### src/rtl/bus_pkg.sv
// Shared system-bus definitions for the line fetcher (read side) and the
// line writeback engine (write side).
//   - Request direction / target codes and the composed 13-bit request tags.
//   - Cache line size in bytes.
//   - State encoding of the writeback FSM.
package bus_pkg;

    localparam logic       SYSBUS_READ   = 1'b1;
    localparam logic       SYSBUS_WRITE  = 1'b0;
    localparam logic [3:0] SYSBUS_MEMORY = 4'b0001;

    // Tag layout: {direction[12], target[11:8], 8'h00}
    localparam logic [12:0] TAG_MEM_READ  = {SYSBUS_READ,  SYSBUS_MEMORY, 8'h00};
    localparam logic [12:0] TAG_MEM_WRITE = {SYSBUS_WRITE, SYSBUS_MEMORY, 8'h00};

    localparam int unsigned LINE_BYTES = 64;

    typedef enum logic [2:0] {
        StIdle,
        StArb,
        StAddr,
        StData,
        StDone
    } wb_state_e;

endpackage

### src/rtl/data_to_addr.sv
// Cache-line writeback engine on the main system bus.
// Captures a line and its address, requests the bus arbiter, then drives one
// address beat tagged WRITE|MEMORY followed by LINE_BEATS data beats, each
// advanced only on main_bus_reqack_i. ready_o is held high once the line is
// committed, until the next enable_i.
//
// Ports:
//   clk_i              system clock, rising edge
//   rst_ni             asynchronous active-low reset
//   enable_i           start request, sampled in idle/done only
//   addr_i             line byte address (offset bits dropped)
//   data_i             line payload, beat k = data_i[64k +: 64]
//   abtr_grant_i       arbiter grant
//   abtr_reqcyc_o      arbiter request
//   bus_busy_o         bus owned by this block
//   main_bus_reqcyc_o  request beat valid
//   main_bus_req_o     address beat, then data beats
//   main_bus_reqtag_o  request tag
//   main_bus_reqack_i  memory accepted current beat
//   ready_o            writeback complete (level)
module data_to_addr
    import bus_pkg::*;
#(
    parameter int unsigned BUS_DATA_WIDTH = 64,
    parameter int unsigned BUS_TAG_WIDTH  = 13,
    parameter int unsigned LINE_BEATS     = 8
) (
    input  logic                                 clk_i,
    input  logic                                 rst_ni,
    input  logic                                 enable_i,
    input  logic [BUS_DATA_WIDTH-1:0]            addr_i,
    input  logic [BUS_DATA_WIDTH*LINE_BEATS-1:0] data_i,
    input  logic                                 abtr_grant_i,
    output logic                                 abtr_reqcyc_o,
    output logic                                 bus_busy_o,
    output logic                                 main_bus_reqcyc_o,
    output logic [BUS_DATA_WIDTH-1:0]            main_bus_req_o,
    output logic [BUS_TAG_WIDTH-1:0]             main_bus_reqtag_o,
    input  logic                                 main_bus_reqack_i,
    output logic                                 ready_o
);

    localparam int unsigned CntW = $clog2(LINE_BEATS);
    localparam int unsigned OffW = $clog2(LINE_BYTES);
    localparam logic [CntW-1:0] LastBeat = CntW'(LINE_BEATS - 1);

    wb_state_e                            state_q, state_d;
    logic [CntW-1:0]                      cnt_q, cnt_d;
    logic [BUS_DATA_WIDTH-1:0]            addr_q, addr_d;
    logic [BUS_DATA_WIDTH*LINE_BEATS-1:0] line_q, line_d;
    logic [BUS_DATA_WIDTH-1:0]            beat;

    always_ff @(posedge clk_i or negedge rst_ni) begin
        if (!rst_ni) begin
            state_q <= StIdle;
            cnt_q   <= '0;
            addr_q  <= '0;
            line_q  <= '0;
        end else begin
            state_q <= state_d;
            cnt_q   <= cnt_d;
            addr_q  <= addr_d;
            line_q  <= line_d;
        end
    end

    // Next-state: the captured line only changes on a new start from idle/done.
    always_comb begin
        state_d = state_q;
        cnt_d   = cnt_q;
        addr_d  = addr_q;
        line_d  = line_q;
        unique case (state_q)
            StIdle, StDone: begin
                if (enable_i) begin
                    addr_d  = {addr_i[BUS_DATA_WIDTH-1:OffW], OffW'(0)};
                    line_d  = data_i;
                    state_d = StArb;
                end
            end
            StArb: begin
                if (abtr_grant_i) begin
                    state_d = StAddr;
                end
            end
            StAddr: begin
                if (main_bus_reqack_i) begin
                    cnt_d   = '0;
                    state_d = StData;
                end
            end
            StData: begin
                if (main_bus_reqack_i) begin
                    if (cnt_q == LastBeat) begin
                        state_d = StDone;
                    end else begin
                        cnt_d = cnt_q + 1'b1;
                    end
                end
            end
            default: state_d = StIdle;
        endcase
    end

    // Beat select over the captured line.
    always_comb begin
        beat = '0;
        for (int k = 0; k < LINE_BEATS; k++) begin
            if (cnt_q == CntW'(k)) begin
                beat = line_q[k*BUS_DATA_WIDTH +: BUS_DATA_WIDTH];
            end
        end
    end

    // Outputs decode registered state only; req/tag stay 0 whenever reqcyc is 0.
    always_comb begin
        abtr_reqcyc_o     = 1'b0;
        bus_busy_o        = 1'b0;
        main_bus_reqcyc_o = 1'b0;
        main_bus_req_o    = '0;
        main_bus_reqtag_o = '0;
        ready_o           = 1'b0;
        unique case (state_q)
            StArb: abtr_reqcyc_o = 1'b1;
            StAddr: begin
                bus_busy_o        = 1'b1;
                main_bus_reqcyc_o = 1'b1;
                main_bus_req_o    = addr_q;
                main_bus_reqtag_o = BUS_TAG_WIDTH'(TAG_MEM_WRITE);
            end
            StData: begin
                bus_busy_o        = 1'b1;
                main_bus_reqcyc_o = 1'b1;
                main_bus_req_o    = beat;
                main_bus_reqtag_o = BUS_TAG_WIDTH'(TAG_MEM_WRITE);
            end
            StDone: ready_o = 1'b1;
            default: ;
        endcase
    end

endmodule

### config.mk
export PLATFORM = sky130hd
export DESIGN_NAME = data_to_addr
export DESIGN_NICKNAME = d
export VERILOG_FILES = /design/src/rtl/bus_pkg.sv /design/src/rtl/data_to_addr.sv
export SDC_FILE = /design/constraint.sdc
export NUM_CORES = 1
export LEC_CHECK = 0
export ABC_AREA = 1
export CORE_AREA = 2 2 257 259
export DETAILED_ROUTE_END_ITERATION = 12
export DIE_AREA = 0 0 259 261
export GPL_TIMING_DRIVEN = 0
export PLACE_DENSITY = 0.74
export SLEW_MARGIN = 20
export SYNTH_ARGS = -nofsm -noshare
export SYNTH_HDL_FRONTEND = slang
export SYNTH_SLANG_ARGS = --single-unit
### constraint.sdc
create_clock -name clk_i -period 6.6 [get_ports clk_i]
set_input_delay 0.99 -clock clk_i [delete_from_list [all_inputs] [get_ports clk_i]]
set_output_delay 0.99 -clock clk_i [all_outputs]
set_load 0.02 [all_outputs]
### Yosys cells after proc, flatten, opt, wreduce, memory -nomap -nowiden

Index checks and enable logic that the tools add are counted.

* bits in registers: 576
* bits of input ports: 581
* output and inout port bits: 81

* add/sub/neg operators: 1
* equal/unequal tests: 17
* muxes and demuxes: 23
* reduce and logical (&&, ||, !) cells: 8

Operators by type and width (number)
* $mux 64: 8
* $pmux 64 s2: 1
* $mux 3: 8
* $eq 3x3->1 const B: 5
* $eq 3x2->1 const B: 4
* $ne 2x2->1 const B: 6
* $pmux 3 s4: 1
* $mux 9: 1
* $eq 3x1->1 const B: 2
* $logic_not 3->1: 2
* $pmux 3 s2: 1
* $reduce_and 5->1: 1
* $reduce_and 4->1: 1
* $reduce_or 2->1: 2
* $add 3x1->3 const B: 1
* $mux 1: 3
* $reduce_and 2->1: 1
* $reduce_bool 2->1: 1

### Logic depth before layout (Yosys ltp)

Gate-level depths: netlist of the first run.

* depth in word-level cells: 10
* mapped depth: 14
* gate-level depth less buffers: 12

### Worst setup path after synthesis of the first run

OpenSTA, ideal clock, no wires.

* kind: register -> output
* from: register cnt_q[2]
* to: output port main_bus_req_o[10]
* arrival: 1.907 ns
* required time: 5.610 ns
* slack: 3.703 ns
* cell stages (with the launch flop): 14
* buffers on the path: 3
* path through: dfrtp_1 > inv_2 > clkbuf_1 > ha_1 > buf_2 > buf_1 > nand2_1 > nand2_1 > inv_1 > nand2_1 > nand2_1 > nand2_1 > nand2_1 > nand2_1

* word-level cells in the longest chain between the ends: 10
* elaborated cells between the ends (all ways): 17
* classes of those cells: 7 x eq/ne; 9 x mux; 1 x reduce/logical

Ends and longest elaborated chain
* from (decl): RTL line data_to_addr.sv:48 `logic [CntW-1:0] cnt_q, cnt_d;`
* from (signal assigned): RTL line data_to_addr.sv:61 `cnt_q <= cnt_d;`
* $logic_not 3->1: RTL line data_to_addr.sv:109 `if (cnt_q == CntW'(k)) begin`
* $mux 64 (7 in series): RTL line data_to_addr.sv:109
* $mux 64 *: RTL line data_to_addr.sv:109
* $pmux 64 s2 *: RTL line data_to_addr.sv:123 `unique case (state_q)`
* to (decl): RTL line data_to_addr.sv:37 `output logic [BUS_DATA_WIDTH-1:0] main_bus_req_o,`

Every way passes the cells marked *; elsewhere a longest branch is shown, timed or not.

### Worst setup path after layout of the first run

* from: register cnt_q[2]
* to: output port main_bus_req_o[19]

The elaborated chain is that of the path after synthesis.

==> summary.txt, run 1 <==
Critical path
  • Crit-path cells: inv_2, clkbuf_1, ha_1, buf_2, clkbuf_1, nand2_1, nand2_1, inv_1, nand2_1, nand2_1, nand2_1, nand2_1, nand2_1, clkdlybuf4s50_1
  • CP max stage delay: 0.69 ns
  • Crit-path max FO: 10
  • Type of the worst setup path: reg -> out
  • Capturing point of the worst reg2reg path: line_q[130]
  • Worst R2R Setup Slack: 4.47 ns
  • Critical Path RT: 5.61 ns
  • FF-to-FF Start: state_q[0]
  • FF-to-FF path depth: 5
  • Delay-heaviest family, CP: buffers and inverters
  • Critical Path End Type: output port
  • Buf+Inv Stages, Crit Path: 6
  • CP startpoint kind: flop
  • Crit-path slowest cell: clkbuf_1
  • Crit path arrival time: 4.48 ns
  • Crit-path most repeated cell: nand2_1

Floorplan
  • Die ar.: 0.0676 mm2
  • Core ar.: 0.0650 mm2
  • Die width: 259 um
  • # rows: 94
  • I/O pins: 662
  • Height of the die: 261 um
  • Starting density of the core: 0.456

Synth
  • Yosys warning total: 0
  • Syn Area/Cell: 10.1 um2
  • Count of different cell masters after synthesis: 23
  • Sequential area share after synthesis: 0.486
  • Cell taking the most area after synthesis: dfrtp_1
  • Netlist Area Pre-Place: 0.0296 mm2
  • Synth Register Bits: 576
  • Mapped Cells: 2,926
  • Top-area cell type share of the netlist area: 0.486
  • Synth top area cells: dfrtp_1 (49%), mux2_4 (15%), mux2_2 (10%)

Run status
  • Status: finished clean

CTS
  • CTS tree: built
  • Clk pin slew, worst setup/hold paths: 0.06 ns
  • Clock Path Buffers: 3
  • Htree depth: 3
  • # clock sinks: 576
  • CTS buffer count: 67
  • Post-CTS sizing: 0
  • Root buffer cell: clkbuf_16
  • Setup Buffers After CTS: 0
  • Post-CTS Hold Buffers: 0
  • Worst-skew pair later-pin latency: 0.62 ns

Global route
  • First-pass GRT wire length: 153,000 um
  • Met1 Track Usage GR: 0.397
  • Overflow after GRT: 0
  • Gr usage total: 0.311
  • Antenna violations before repair: 35
  • Vias in the first global route: 24,400
  • Gr busiest metal: met2
  • GRT met3 Usage: 0.0782
  • Routing usage on met2: 0.513
  • Largest net degree at the start of global routing: 98

Timing
  • Max-slew violations: 0
  • Relative slew slack: 0.372
  • Clock skew: 0.0269 ns
  • Final TNS setup: 0 ns
  • Final hold slack: 0.308 ns
  • Fmax: 0.183 GHz
  • Final Hold Vio Count: 0
  • Worst-Margin Slew: 0.942 ns
  • Setup violators final: 0
  • Fin crit share: 0.829
  • RSZ-0062 raised after global routing: no
  • Fin crit period: 5.47 ns

Drt
  • ANT nets after route: 0
  • 1st-pass router iterations: 5
  • DRT iter0 DRCs: 1,875
  • Post-route DRC violation count: 0
  • WL final: 106,000 um
  • Vias per inst: 5.14
  • Vias: 23,600
  • Post-DR wirelength/cell: 23.0 um

Placed design
  • Final GP Congestion: 0.916
  • PortBufs: 643
  • DPL Wire Length: 81,800 um

Cells and area
  • Share of cells above drive strength 1: 0.225
  • Post-layout nets: 4,242
  • Synthesis-to-layout area growth: 33.7%

Pwr
  • Leak: 0.0195 uW
  • Peak supply drop: 0.243 mV
  • P per Cell Area: 476 mW/mm2
  • Total power: 18,800 uW

Worst hold path
  • Hold Crit Class: in -> async

Job
  • Max-cap violations: 0
[where the power goes]
part / switching [uW] / total, uW / internal, uW
logic: 4500 / 8670 / 4170
registers: 1050 / 6420 / 5360
clock network: 1560 / 3760 / 2200
[state kept, by name, indices dropped and copies added, names as in the netlist]
signal,count
state_q,3
addr_q,58
cnt_q,3
line_q,512
[cell usage after synthesis]
master	count
o22ai_1	1
nor2_1	258
inv_1	211
conb_1	1
inv_2	4
o21ai_0	71
buf_2	89
dfrtp_1	576
nor3_1	2
o31ai_1	1
mux2_2	270
ha_1	6
buf_1	4
clkbuf_1	40
buf_4	24
nand2_1	783
buf_6	33
clkinv_1	57
mux2_4	300
nor2_2	3
a22oi_1	58
nand3_1	133
nor3_2	1
[cells by family after synthesis]
family / synth area share
buffers and inverters: 0.0737
adders and majority gates: 0.00253
muxes: 0.255
other: 0.000127
AOI/OAI and AO/OA: 0.0271
DFF: 0.486
and+or+nand+nor: 0.156
[worst max path at each step]
stage                     startpoint  slack (ns)                 end  cells past startpoint
final                       cnt_q[2]        1.13  main_bus_req_o[19]                     14
after global routing        cnt_q[2]        0.83  main_bus_req_o[19]                     14
after detailed placement    cnt_q[2]        1.72  main_bus_req_o[19]                     14
after global placement        rst_ni      -21.93         line_q[178]                      1
after floorplan             cnt_q[2]        3.70  main_bus_req_o[10]                     13
after CTS                   cnt_q[2]        1.03  main_bus_req_o[19]                     14
[cell usage in the layout (no fill, tap or decap), types with 3 or more instances in the layout]
cell / Yosys / routed
nand2_1: 783 / 783
clkdlybuf4s50_1: 0 / 642
dfrtp_1: 576 / 576
mux2_4: 300 / 300
mux2_2: 270 / 270
nor2_1: 258 / 258
inv_1: 211 / 211
nand3_1: 133 / 133
buf_2: 89 / 89
o21ai_0: 71 / 71
clkbuf_16: 0 / 70
a22oi_1: 58 / 58
clkinv_1: 57 / 57
clkbuf_1: 40 / 54
buf_6: 33 / 33
buf_4: 24 / 24
diode_2: 0 / 21
clkbuf_8: 0 / 15
conb_1: 1 / 12
clkinv_2: 0 / 9
ha_1: 6 / 6
buf_16: 0 / 6
inv_2: 4 / 4
buf_1: 4 / 4
nor2_2: 3 / 3
clkinv_8: 0 / 3
[per-layer routing]
| metal | part of all wire | vias to the layer above |
|---|---|---|
| li1 | - | 10800 |
| met1 | 0.41 | 11600 |
| met2 | 0.48 | 909 |
| met3 | 0.075 | 235 |
| met4 | 0.036 | 36 |
| met5 | 0.0021 | - |
[layout make-up]
class                           instances  area [um2]
Clock buffer                           99        2010
Antenna cell                           21        52.6
Inverter                              272        1020
Fill cell                            5347       25400
Buffer                                190        1160
Sequential cell                       576       14400
Multi-Input combinational cell       1899       13100
Tap cell                              864        1080
Clock inverter                         19         195
Timing Repair Buffer                  649        6610
[through the flow]
step           cells  area [um2]   util  setup slack (ns)
4_1_cts         4568       39600  0.608              1.03
5_1_grt         4579       39600  0.609             0.826
6_report        4589       39600  0.609              1.13
3_5_place_dp    4450       37400  0.575              1.72
2_1_floorplan   2937       29700      -              3.70
3_3_place_gp    4444       37200  0.572            -21.93
(Power assumes the default switching activity.)
==> run 2, diff against run 1 <==
--- a/config.mk
+++ b/config.mk
@@ -6,11 +6,11 @@
 export NUM_CORES = 1
 export LEC_CHECK = 0
 export ABC_AREA = 1
-export CORE_AREA = 2 2 257 259
+export CORE_AREA = 2 2 259 261
 export DETAILED_ROUTE_END_ITERATION = 12
-export DIE_AREA = 0 0 259 261
+export DIE_AREA = 0 0 261 263
 export GPL_TIMING_DRIVEN = 0
-export PLACE_DENSITY = 0.74
+export PLACE_DENSITY = 0.73
 export SLEW_MARGIN = 20
 export SYNTH_ARGS = -nofsm -noshare
 export SYNTH_HDL_FRONTEND = slang
==> constraint.sdc (replaced) <==
create_clock -name clk_i -period 5.6 [get_ports clk_i]
set_input_delay 0.84 -clock clk_i [delete_from_list [all_inputs] [get_ports clk_i]]
set_output_delay 0.84 -clock clk_i [all_outputs]
set_load 0.02 [all_outputs]
==> summary.txt, run 2 (synthesis gave the netlist of run 1 again) <==
Critical path
  • Type of the worst setup path: reg -> out (unchanged)
  • Crit-path most repeated cell: nand2_1 (unchanged)
  • Critical Path End Type: output port (unchanged)
  • Buf+Inv Stages, Crit Path: 6 (unchanged)
  • Worst R2R Setup Slack: 3.48 ns (was 4.47 ns)
  • Crit-path max FO: 10 (unchanged)
  • Critical Path RT: 4.76 ns (was 5.61 ns)
  • CP startpoint kind: flop (unchanged)
  • Delay-heaviest family, CP: buffers and inverters (unchanged)
  • Crit path arrival time: 4.38 ns (was 4.48 ns)
  • Crit-path cells: inv_2, clkbuf_1, ha_1, buf_2, buf_1, nand2_1, nand2_1, inv_1, nand2_1, nand2_1, nand2_1, nand2_1, nand2_1, clkdlybuf4s50_1 (was inv_2, clkbuf_1, ha_1, buf_2, clkbuf_1, nand2_1, nand2_1, inv_1, nand2_1, nand2_1, nand2_1, nand2_1, nand2_1, clkdlybuf4s50_1)
  • CP max stage delay: 0.64 ns (was 0.69 ns)
  • Crit-path slowest cell: clkdlybuf4s50_1 (was clkbuf_1)

Floorplan
  • Starting density of the core: 0.452 (was 0.456)
  • Height of the die: 263 um (was 261 um)
  • # rows: 94 (unchanged)
  • Die width: 261 um (was 259 um)
  • I/O pins: 662 (unchanged)
  • Die ar.: 0.0686 mm2 (was 0.0676 mm2)
  • Core ar.: 0.0656 mm2 (was 0.0650 mm2)

Run status
  • Status: finished clean (unchanged)

Timing
  • Clock skew: 0.0222 ns (was 0.0269 ns)
  • Max-slew violations: 0 (unchanged)
  • Fin crit share: 0.932
  • RSZ-0062 raised after global routing: no (unchanged)
  • Fmax: 0.192 GHz
  • Setup violators final: 0 (unchanged)
  • Fin crit period: 5.22 ns
  • Final TNS setup: 0 ns (unchanged)
  • Relative slew slack: 0.349 (was 0.372)
  • Worst-Margin Slew: 0.977 ns (was 0.942 ns)
  • Final Hold Vio Count: 0 (unchanged)

CTS
  • Worst-skew pair later-pin latency: 0.61 ns (was 0.62 ns)
  • CTS buffer count: 67 (unchanged)
  • Root buffer cell: clkbuf_16 (unchanged)
  • # clock sinks: 576 (unchanged)
  • Clock Path Buffers: 3 (unchanged)
  • Htree depth: 3 (unchanged)
  • Post-CTS Hold Buffers: 0 (unchanged)
  • CTS tree: built (unchanged)
  • Clk pin slew, worst setup/hold paths: 0.06 ns (about the same)

Pwr
  • Peak supply drop: 0.277 mV (was 0.243 mV)
  • Comb power frac: 0.461 (was 0.460)
  • Leak: 0.0195 uW (about the same)
  • Switching Fraction: 0.376 (was 0.377)
  • Internal: 13,800 uW (was 11,700 uW)
  • Net switching power: 8320 uW (was 7110 uW)
  • Total power: 22,100 uW (was 18,800 uW)
  • P per Cell Area: 558 mW/mm2 (was 476 mW/mm2)
  • Clock Power Share: 0.197 (was 0.199)
  • Register share of total power: 0.342 (was 0.340)

Placed design
  • DPL Wire Length: 82,200 um (was 81,800 um)
  • Final GP Congestion: 0.922 (was 0.916)
  • Inst Count DP: 4,450 (unchanged)
  • PortBufs: 643 (unchanged)

Cells and area
  • Leading cell types in the layout, fill and taps excluded: nand2_1 (783), clkdlybuf4s50_1 (642), dfrtp_1 (576) (unchanged)
  • Largest register FFs: 512 (unchanged)
  • Share of cells above drive strength 1: 0.225 (about the same)
  • Top Registers: line_q (512), addr_q (58) (unchanged)
  • Post-layout nets: 4,242 (unchanged)
  • Util after Layout: 0.604 (was 0.609)
  • Post-route insts no fill: 4,602 (was 4,589)
  • Commonest non-fill, non-tap cell in the layout: nand2_1 (unchanged)
  • Largest reg by FF count: line_q (unchanged)
  • Synthesis-to-layout area growth: 33.7% (about the same)

Drt
  • Post-route DRC violation count: 0 (unchanged)
  • DRT iter0 DRCs: 1,705 (was 1,875)
  • Vias: 23,600 (about the same)
  • Vias per inst: 5.12 (was 5.14)
  • ANT nets after route: 0 (unchanged)
  • WL final: 107,000 um (was 106,000 um)
  • 1st-pass router iterations: 5 (unchanged)
  • Post-DR wirelength/cell: 23.2 um (was 23.0 um)

Global route
  • Antenna violations before repair: 45 (was 35)
  • First-pass GRT wire length: 153,000 um (about the same)
  • Largest net degree at the start of global routing: 96 (was 98)
  • Overflow after GRT: 0 (unchanged)
  • Vias in the first global route: 24,000 (was 24,400)
  • Gr usage total: 0.307 (was 0.311)

Worst hold path
  • Hold Crit Class: in -> async (unchanged)

Job
  • Max-cap violations: 0 (unchanged)
==> run 2: changes by cell type in the layout (fill, tap and decap cells not counted), sizes merged <==
cell	before	now
diode	21	33
bufinv	2	3
clkbuf	139	138
clkinvlp	2	3
inv	217	218
clkinv	70	69
==> run 2: area by class of cell <==
type | instances | area (um2)
antenna | 33 | 82.6
timing repair buffer | 649 | 6610
buffer | 190 | 1160
fill | 5485 | 26000
inverter | 272 | 1020
tap | 864 | 1080
clock buffer | 98 | 1940
clock inverter | 21 | 225
sequential | 576 | 14400
multi-input combinational | 1899 | 13100
==> run 2: repair_timing <==
item / CTS / global route
gates resized for setup: 0 / 3
endpoints found under the setup margin: 0 / 1
setup buffers: 0 / 0
==> run 2: metrics by stage <==
step	cell area [um2]	hold slack, ns	setup WS (ns)
CTS	39500	0.264	0.112
global route	39600	0.290	0.123
global placement	37200	0.482	-23.00
finish	39600	0.249	0.382
detailed placement	37400	0.488	0.831
floorplan	29700	0.474	2.85
==> run 2: final timing paths <==
path | cells after the start | to | from
min | 1 | addr_q[6] | rst_ni
min in group clk_i | 1 | line_q[167] | line_q[167]
max reg2reg | 5 | addr_q[57] | state_q[0]
max | 14 | main_bus_req_o[39] | cnt_q[2]
min reg2reg | 1 | line_q[167] | line_q[167]
max in group asynchronous | 4 | line_q[362] | rst_ni
==> run 2: layer usage <==
metal  global-route usage  wire length (um)  up-vias
li1                     -                 -    10900
met1                0.391             43500    11600
met2                0.504             50700      855
met3               0.0770              8330      229
met4                0.115              4020       38
met5                    0               270        -
==> run 2: power by group through the flow <==
stage / Combinational (uW) / Sequential (uW) / Clock, uW
after floorplan: 6720 / 7140 / 0
after global placement: 10100 / 7550 / 0
after detailed placement: 10300 / 7560 / 0
after CTS: 10300 / 7520 / 4430
after global routing: 11000 / 7780 / 4600
final: 10200 / 7560 / 4360
